**config.mk**
```make
export PLATFORM = sky130hd
export DESIGN_NAME = ifetch_queue
export DESIGN_NICKNAME = d
export VERILOG_FILES = /design/src/rtl/ifetch_queue.sv
export SDC_FILE = /design/constraint.sdc
export NUM_CORES = 1
export LEC_CHECK = 0
export ABC_AREA = 1
export CORE_MARGIN = 2
export CORE_UTILIZATION = 53
export CTS_CLUSTER_DIAMETER = 100
export DETAILED_ROUTE_END_ITERATION = 16
export PLACE_DENSITY_LB_ADDON = 0.25
export SLEW_MARGIN = 20
export SYNTH_ARGS = -nofsm -noshare
export SYNTH_HDL_FRONTEND = slang
export SYNTH_SLANG_ARGS = --single-unit
```
**constraint.sdc**
```tcl
create_clock -name clk -period 3 [get_ports clk]
set_input_delay 0.45 -clock clk [delete_from_list [all_inputs] [get_ports clk]]
set_output_delay 0.45 -clock clk [all_outputs]
set_load 0.1 [all_outputs]
```
**src/rtl/ifetch_queue.sv**
```systemverilog
// rtl/ifetch_queue.sv - fetch PC, single-outstanding instruction read and instruction FIFO
module ifetch_queue #(
  parameter logic [31:0] RESET_PC = 32'h4000_0060,
  parameter int          DEPTH    = 2
) (
  input  logic        clk,
  input  logic        rst,
  input  logic        fetch_en,
  input  logic        redirect,
  input  logic [31:0] redirect_pc,
  output logic        mem_read,
  output logic [31:0] mem_address,
  input  logic [31:0] mem_rdata,
  input  logic        mem_resp,
  output logic        instr_valid,
  input  logic        instr_ready,
  output logic [31:0] instr,
  output logic [31:0] instr_pc
);

  localparam int            AW       = (DEPTH > 1) ? $clog2(DEPTH) : 1;
  localparam int            CW       = AW + 1;
  localparam logic [CW-1:0] FULL_CNT = CW'(DEPTH);

  typedef enum logic [1:0] {
    S_IDLE  = 2'd0,
    S_REQ   = 2'd1,
    S_DRAIN = 2'd2
  } state_t;

  state_t        r_state;
  state_t        w_state_nxt;
  logic [31:0]   r_fetch_pc;
  logic [31:0]   r_drain_addr;
  logic [31:0]   r_fifo_instr [DEPTH];
  logic [31:0]   r_fifo_pc    [DEPTH];
  logic [AW-1:0] r_rptr;
  logic [AW-1:0] r_wptr;
  logic [CW-1:0] r_count;
  logic [CW-1:0] w_count_nxt;
  logic          w_push;
  logic          w_pop;
  logic          w_has_space;
  logic          w_unused_rpc_lsb;

  // Low address bits of a redirect target are forced to zero, so they are not stored.
  assign w_unused_rpc_lsb = ^redirect_pc[1:0];

  // A redirect flushes everything: the same-cycle response and pop are both dropped.
  assign w_push      = (r_state == S_REQ) && mem_resp && !redirect;
  assign w_pop       = (r_count != '0) && instr_ready && !redirect;
  assign w_count_nxt = redirect ? '0
                     : r_count + {{(CW-1){1'b0}}, w_push} - {{(CW-1){1'b0}}, w_pop};
  // A request is only started when its response is guaranteed a slot.
  assign w_has_space = (w_count_nxt < FULL_CNT);

  assign instr_valid = (r_count != '0);
  assign instr       = r_fifo_instr[r_rptr];
  assign instr_pc    = r_fifo_pc[r_rptr];

  // FSM state register.
  always_ff @(posedge clk or negedge rst) begin
    if (!rst) begin
      r_state <= S_IDLE;
    end else begin
      r_state <= w_state_nxt;
    end
  end

  // FSM next state and memory port outputs; DRAIN keeps the abandoned address on the bus.
  always_comb begin
    w_state_nxt = r_state;
    mem_read    = 1'b0;
    mem_address = r_fetch_pc;
    case (r_state)
      S_IDLE: begin
        if (!redirect && fetch_en && w_has_space) begin
          w_state_nxt = S_REQ;
        end
      end
      S_REQ: begin
        mem_read = 1'b1;
        if (redirect) begin
          w_state_nxt = mem_resp ? S_IDLE : S_DRAIN;
        end else if (mem_resp) begin
          w_state_nxt = (fetch_en && w_has_space) ? S_REQ : S_IDLE;
        end
      end
      S_DRAIN: begin
        mem_read    = 1'b1;
        mem_address = r_drain_addr;
        if (mem_resp) begin
          w_state_nxt = (!redirect && fetch_en && w_has_space) ? S_REQ : S_IDLE;
        end
      end
      default: begin
        w_state_nxt = S_IDLE;
      end
    endcase
  end

  // Fetch PC advances on each accepted word and jumps on redirect; drain address latches the abandoned read.
  always_ff @(posedge clk or negedge rst) begin
    if (!rst) begin
      r_fetch_pc   <= RESET_PC;
      r_drain_addr <= RESET_PC;
    end else begin
      if (redirect) begin
        r_fetch_pc <= {redirect_pc[31:2], 2'b00};
      end else if (w_push) begin
        r_fetch_pc <= r_fetch_pc + 32'd4;
      end
      if ((r_state == S_REQ) && redirect && !mem_resp) begin
        r_drain_addr <= r_fetch_pc;
      end
    end
  end

  // FIFO storage: written only on push, head read directly from the registers.
  always_ff @(posedge clk or negedge rst) begin
    if (!rst) begin
      for (int i = 0; i < DEPTH; i++) begin
        r_fifo_instr[i] <= '0;
        r_fifo_pc[i]    <= '0;
      end
    end else if (w_push) begin
      r_fifo_instr[r_wptr] <= mem_rdata;
      r_fifo_pc[r_wptr]    <= r_fetch_pc;
    end
  end

  // FIFO pointers and occupancy; pointers wrap naturally since DEPTH is a power of two.
  always_ff @(posedge clk or negedge rst) begin
    if (!rst) begin
      r_rptr  <= '0;
      r_wptr  <= '0;
      r_count <= '0;
    end else begin
      r_count <= w_count_nxt;
      if (redirect) begin
        r_rptr <= '0;
        r_wptr <= '0;
      end else begin
        if (w_push) begin
          r_wptr <= r_wptr + 1'b1;
        end
        if (w_pop) begin
          r_rptr <= r_rptr + 1'b1;
        end
      end
    end
  end

endmodule

```
==> results of run 1 <==
## synthesized netlist by cell type, drive strengths merged, types with 2 or more instances
master  number
o21ai      205
ha           7
clkbuf      38
dfrtp      184
dfstp        6
xor2        16
a21oi        7
o221ai       3
buf         29
nor2        60
inv         94
or2          2
nand2      517
nand3       27
o22ai        2
## through the flow
step                worst slack, ps  utilization  cells  TNS, ps  hold WS [ps]
floorplan                    -521.9            -   1208   -15660         154.4
global placement              457.1       0.6928   1543        0         462.8
detailed placement            428.1       0.6928   1543        0         473.0
CTS                           270.0       0.7284   1575        0         21.51
global route                  150.5       0.7284   1575        0         38.88
finish                        284.3       0.7284   1575        0         3.458
## logic make-up (layout without fill, tap and decap cells)
logic type | Yosys count | count (layout)
flip-flops | 190 | 190
AND/OR/NAND/NOR | 608 | 608
XOR/XNOR | 17 | 17
AO/OA/AOI/OAI | 221 | 221
adder cells (fa/ha/maj) | 7 | 7
buffers and inverters | 161 | 303
other | 1 | 4
## final timing paths
| path | endpoint | slack, ps | startpoint | cells after the start |
|---|---|---|---|---|
| worst min register to register | r_fifo_instr[27] | 490 | r_fifo_instr[27] | 2 |
| min in group clk | r_fifo_instr[27] | 490 | r_fifo_instr[27] | 2 |
| worst min-delay path | r_fifo_instr[28] | 3 | rst | 1 |
| worst max-delay path | mem_address[21] | 280 | r_state[0] | 6 |
| worst max register to register | r_state[1] | 650 | r_state[1] | 16 |
| max in group asynchronous | r_drain_addr[5] | 2150 | rst | 2 |
## critical path, delay by kind of cell, from the launching register on
| kind | cells | cell delay, ps |
|---|---|---|
| simple gates | 1 | 60 |
| fa+ha+maj | 1 | 500 |
| compound gates | 1 | 190 |
| buf+inv | 3 | 660 |
| flops | 1 | 410 |
## layer usage
metal,vias up,GRT usage
met4,0,0.09606
met2,307,0.4310
met5,-,0
met3,34,0.03666
met1,3803,0.3534
li1,4031,-
## sequential cells by signal, indices dropped and copies added, names as in the netlist
register	count
r_count	2
r_drain_addr	30
r_fetch_pc	30
r_fifo_instr	64
r_fifo_pc	60
r_rptr	1
r_state	2
r_wptr	1
## area by class of cell
class | count | share of cell area
Sequential cell | 190 | 0.3820
Multi-Input combinational cell | 857 | 0.3008
Timing Repair Buffer | 177 | 0.2175
Clock buffer | 18 | 0.03442
Inverter | 94 | 0.02830
Tap cell | 225 | 0.02258
Clock inverter | 14 | 0.01445
==> results summary, run 1 <==
The required time at the endpoint of the critical path came out at 2550 ps. The part of the Yosys area used for sequential elements is 0.5178. The final-report setup violation count came out at 0. The placeable core region came out at 0.01712 mm^2. The DRC violations left came out at 0. The post-synthesis compound-gate area fraction is 0.1241. STA classifies the critical path endpoint as a primary output. Setup repair after global routing left no endpoint under its margin. For this block, wires on met1 add up to 9.823 mm. The vertical die dimension came out at 135.7 um. Of the total synthesized cell area, the portion taken by AND, OR, NAND and NOR gates is 0.2555. Summing all non-filler instances in the final layout gives an area of 0.01247 mm^2.

The proportion of register bits with asynchronous set or reset after synthesis came out at 1.000. The die footprint came out at 0.01842 mm^2. The post-synthesis cell type count is 33. The clock-pin slew on the worst setup and hold paths is 70 ps.

The critical path is of the reg -> out type. The footprint of the flip-flops and latches came out at 0.004763 mm^2. The number of enable flip-flop cells after synthesis came out at 0. The global-route wire length before repair is 38.02 mm. The hold buffer count at CTS came out at 0. The routed layout has 8,175 vias. The H-tree depth came out at 4. Leaving out fill and tap cells, the most frequent cells in the layout are sky130_fd_sc_hd__nand2_1, sky130_fd_sc_hd__dfrtp_1, sky130_fd_sc_hd__o21ai_0.

The total track usage came out at 0.2611. The area growth from synthesis to layout is 35.56%. The number of buffers added for setup after CTS is 0. In this run the tool buffered the top-level ports with 161 buffer cells.

The multiplexer share of the synthesized area is 0. Routed signal wires occupy layers up through met4. The synthesis-stage register bit count is 190. The share of post-route cells with drive strength above 1 is 0.1207. The count of nets left with antenna violations once routing finished came out at 0.

In the final layout, the multi-input gates occupy 0.003750 mm^2. The average detailed-routed wire length per instance is 14.53 um. The critical path arrival came out at 2270 ps. The type of the most critical hold path is in -> async.

The cell area after placement came out at 0.01186 mm^2. The number of rows in the core area is 48. The final net count is 1,414. The share of Yosys cell area claimed by the top area cell type is 0.5006.

In this run the clock root is driven by a sky130_fd_sc_hd__clkbuf_16. The violation count after the first detailed-route iteration is 606. The I/O pin count is 168. The maximum buffer depth of the clock tree is 2.

For this run, the leading register cell type out of synthesis is sky130_fd_sc_hd__dfrtp_1. The longest individual stage delay on the worst path came out at 500 ps. Among all stages on the critical path, the largest delay is contributed by sky130_fd_sc_hd__ha_2.

On the final layout, the worst clock skew is 11.71 ps. The final weighted congestion in routability-driven placement is 0.9308. The number of search-and-repair iterations in the first detailed-routing pass is 5.

Gates resized during post-CTS repair numbered 0. The minimum period implied by the final worst setup slack is 2716 ps. The total congestion overflow is 0.

The clock net sink count came out at 190. The upper clock frequency limit came out at 368.2 MHz. The number of antenna diodes came out at 0.

The initial utilization of the core area, before any placement, comes to 0.5374. The via-per-instance ratio came out at 5.190. The amount of wire on met3 after detailed routing is 1.383 mm.

The number of antenna violations at the first check in global routing came out at 0. The most common library cell in the layout ignoring fill and taps is sky130_fd_sc_hd__nand2_1. The via count of the first global-routing pass is 7,806. By area the synthesized netlist is led by sky130_fd_sc_hd__dfrtp_1, sky130_fd_sc_hd__nand2_1, sky130_fd_sc_hd__o21ai_0, sky130_fd_sc_hd__inv_1, sky130_fd_sc_hd__o21ai_1.

Synthesis produced 1,205 cells. The fill cell total of the finished layout is 1,301. The mean cell area of the mapped netlist is 7.633 um^2. The worst max-slew margin expressed relative to the limit is 0.5343. The Yosys step of the flow raised 0 warnings. The number of buffers created by CTS came out at 17. The clock reaches the later pin of the worst-skew pair after 420 ps. The run finished with clean final reports. The CTS tree is built. The count of endpoints failing hold in the final timing report is 0.

The count of final max-slew check failures is 0. The critical path goes through inv_1 -> ha_2 -> buf_4 -> nand2_1 -> o21ai_0 -> buf_12. The xor and xnor fraction of the mapped netlist area came out at 0.01619. Along the worst path, the maximum fanout reaches 29.

From left edge to right edge, the die measures 135.7 um. The routed design uses 11.16 mm of met2 wire. Entering global routing, the biggest net connects 89 pins. The share of the cycle needed by the critical path after routing came out at 0.9052. The sum of routed wire length over all layers came out at 22.88 mm. Detailed placement ended at an HPWL of 16.20 mm.

By area, the combinational part of the netlist is dominated by simple AND/OR/NAND/NOR gates. The library cell occupying the most area in the post-synthesis netlist is sky130_fd_sc_hd__dfrtp_1. At the pin with the least slew margin, the transition time is 698.5 ps. Of the total synthesized cell area, the portion taken by full adders, half adders and majority gates is 0.009523.

The post-synthesis instance area came out at 0.009198 mm^2. The worst setup path is launched from a flip-flop. The max-cap check violation count is 0.
Power of run 1 is not shown: default switching activity piles up to over one toggle a cycle in this logic, so the estimate is an artifact.
==> run 2: changes to the inputs <==
Settings changed: CTS_CLUSTER_DIAMETER 100 to 40.
==> results of run 2 <==
Same layout as run 1: the final DEF is identical, and so are final timing and power.
Power of run 2 is left out for the same reason.
==> run 3: changes to the inputs <==
Settings changed: REMOVE_ABC_BUFFERS set to 1.
==> results summary, run 3 (synthesis gave the netlist of run 1 again) <==
The flow ran to the end, and the final reports show no timing, DRC or antenna violations. The I/O pin count came out at 168. Entering global routing, the biggest net connects 113 pins. The count of input and output buffers came out at 161. The sort of element at the start of the critical path is a flip-flop. The count of final max-slew check failures is 0. The average detailed-routed wire length per instance came out at 14.13 um. The H-tree was split into 4 levels. The type of the most critical hold path is in -> async.

Counting flops per register, the top entry is r_fifo_instr. Among all stages on the critical path, the largest delay is contributed by sky130_fd_sc_hd__dfrtp_1. The largest registers in the layout are r_fifo_instr x64, r_fifo_pc x60. The number of buffer and inverter instances along the worst setup path came out at 3. The number of cells on the worst reg-to-reg path is 16. The synthesis-to-finish area growth came out at 35.34%. The clock tree root buffer cell is sky130_fd_sc_hd__clkbuf_16.

The first detailed-routing pass took 6 iterations. The violation count after the first detailed-route iteration is 635. The clock net sink count is 190. The maximum buffer depth of the clock tree is 2. Row generation in the floorplan step produced 48 rows. The final weighted congestion in routability-driven placement is 0.9149. The die covers 0.01842 mm^2. In this run, CTS created clock tree buffers numbering 17.

The hold buffer count at CTS is 0. The tool flagged a number of max-cap violations equal to 0. Traced cell by cell, the critical path runs through inv_1 -> ha_4 -> buf_4 -> nand2_1 -> o21ai_0 -> buf_12.

Of the cells placed in the final design, the portion with a size suffix greater than 1 is 0.1193. The count of cell instances traversed by the critical path is 6. The number of vias after detailed routing came out at 8,120. The length of routed met2 wiring came out at 10.66 mm.

The via count of the first global-routing pass is 7,618. The via-per-instance ratio is 5.159. The core region is 0.01712 mm^2.

The type of the worst setup path is reg -> out. For this block, the routed nets add up to 22.24 mm of wire. For this run, the post-layout net count is 1,413. Setup repair after global routing left no endpoint under its margin.

The CTS tree is built. The largest single stage delay on the critical path is 430 ps. The number of antenna diodes came out at 0. Leaving out fill and tap cells, the most frequent cell in the layout is sky130_fd_sc_hd__nand2_1. The clock skew is 6.226 ps. The required time at the endpoint of the critical path came out at 2550 ps. The count of endpoints failing hold in the final timing report is 0. After detailed routing, no signal wire sits above met4.

The sum of net half-perimeters after detailed placement came out at 15.06 mm. The total track usage is 0.2498. The worst hold margin is 25.02 ps. The latest clock arrival within the worst-skew pair is 420 ps. The cell area after placement came out at 0.01187 mm^2.

From left edge to right edge, the die measures 135.7 um. The starting density of the core is 0.5374. The design area is 0.01245 mm^2. The vertical die dimension came out at 135.7 um.

The worst setup path is captured at a primary output. The number of buffers added for setup after CTS is 0. Dividing the final minimum period by the clock period gives 0.8907. The family of cells with the greatest summed delay on the critical path is buffers and inverters. The final-report setup violation count came out at 0.

The number of nets with antenna violations after routing came out at 0. The amount of wire on met3 after detailed routing is 1.227 mm. The upper clock frequency limit came out at 374.2 MHz. The DRC violations left came out at 0. The minimum period implied by the final worst setup slack came out at 2672 ps. The largest driver fanout on the critical path is 36. After layout, the worst setup slack is 327.8 ps. The final core area utilization is 0.7273. Data arrives at the worst endpoint at 2220 ps. Headroom to the max-slew limit came out at 0.5985. The number of antenna violations at the first check in global routing is 0. The total congestion overflow came out at 0. The met1 layer wirelength in the final routing is 9.929 mm. After clock tree synthesis, the clock-pin slew on the worst setup and hold paths is 70 ps. The global-route wire length before repair came out at 36.94 mm. In the layout the commonest cells are sky130_fd_sc_hd__nand2_1, sky130_fd_sc_hd__dfrtp_1, sky130_fd_sc_hd__o21ai_0.

Prior to clock tree synthesis, the placed netlist has a worst setup slack of 368.9 ps. The flip-flop count of the largest register, all copies and words added came out at 64. The transition time of the tightest slew-check pin came out at 602.3 ps.
run 3: cell types whose count changed in the layout (fill, tap and decap cells not counted), sizes merged:
cell and delta:
inv -4, clkbuf +2, clkinvlp -2, buf -2
bufinv -1, clkinv +6
run 3: path summary, 6_finish.rpt:
path,to,slack [ps],startpoint
hold / removal,r_fifo_instr[39],30,rst
hold reg to reg,r_drain_addr[6],480,r_drain_addr[6]
max in group asynchronous,r_fetch_pc[6],2210,rst
setup reg to reg,r_state[1],660,r_state[1]
min in group clk,r_drain_addr[6],480,r_drain_addr[6]
setup / recovery,mem_address[21],330,r_state[0]
run 3: cell type report:
class                           count  area, um^2
Clock inverter                     13       138.9
Multi-Input combinational cell    857        3760
Fill cell                        1314        4668
Tap cell                          225       281.5
Inverter                           94       352.8
Clock buffer                       19       432.9
Timing Repair Buffer              176        2719
Sequential cell                   190        4763
run 3: layer usage:
layer / track usage / vias up
li1: - / 4031
met1: 0.3502 / 3804
met2: 0.4057 / 246
met3: 0.03367 / 39
met4: 0.07986 / 0
met5: 0 / -
run 3: per-stage QoR:
step,setup TNS [ps],std cells
finish,0,1574
global route,0,1574
CTS,0,1574
detailed placement,0,1542
global placement,0,1542
floorplan,-24590,1141
run 3: repair_timing:
action,CTS,global route
resized for setup,0,1
endpoints found under the setup margin,0,11
endpoints found under the hold margin,0,0
Power of run 3 is left out for the same reason.
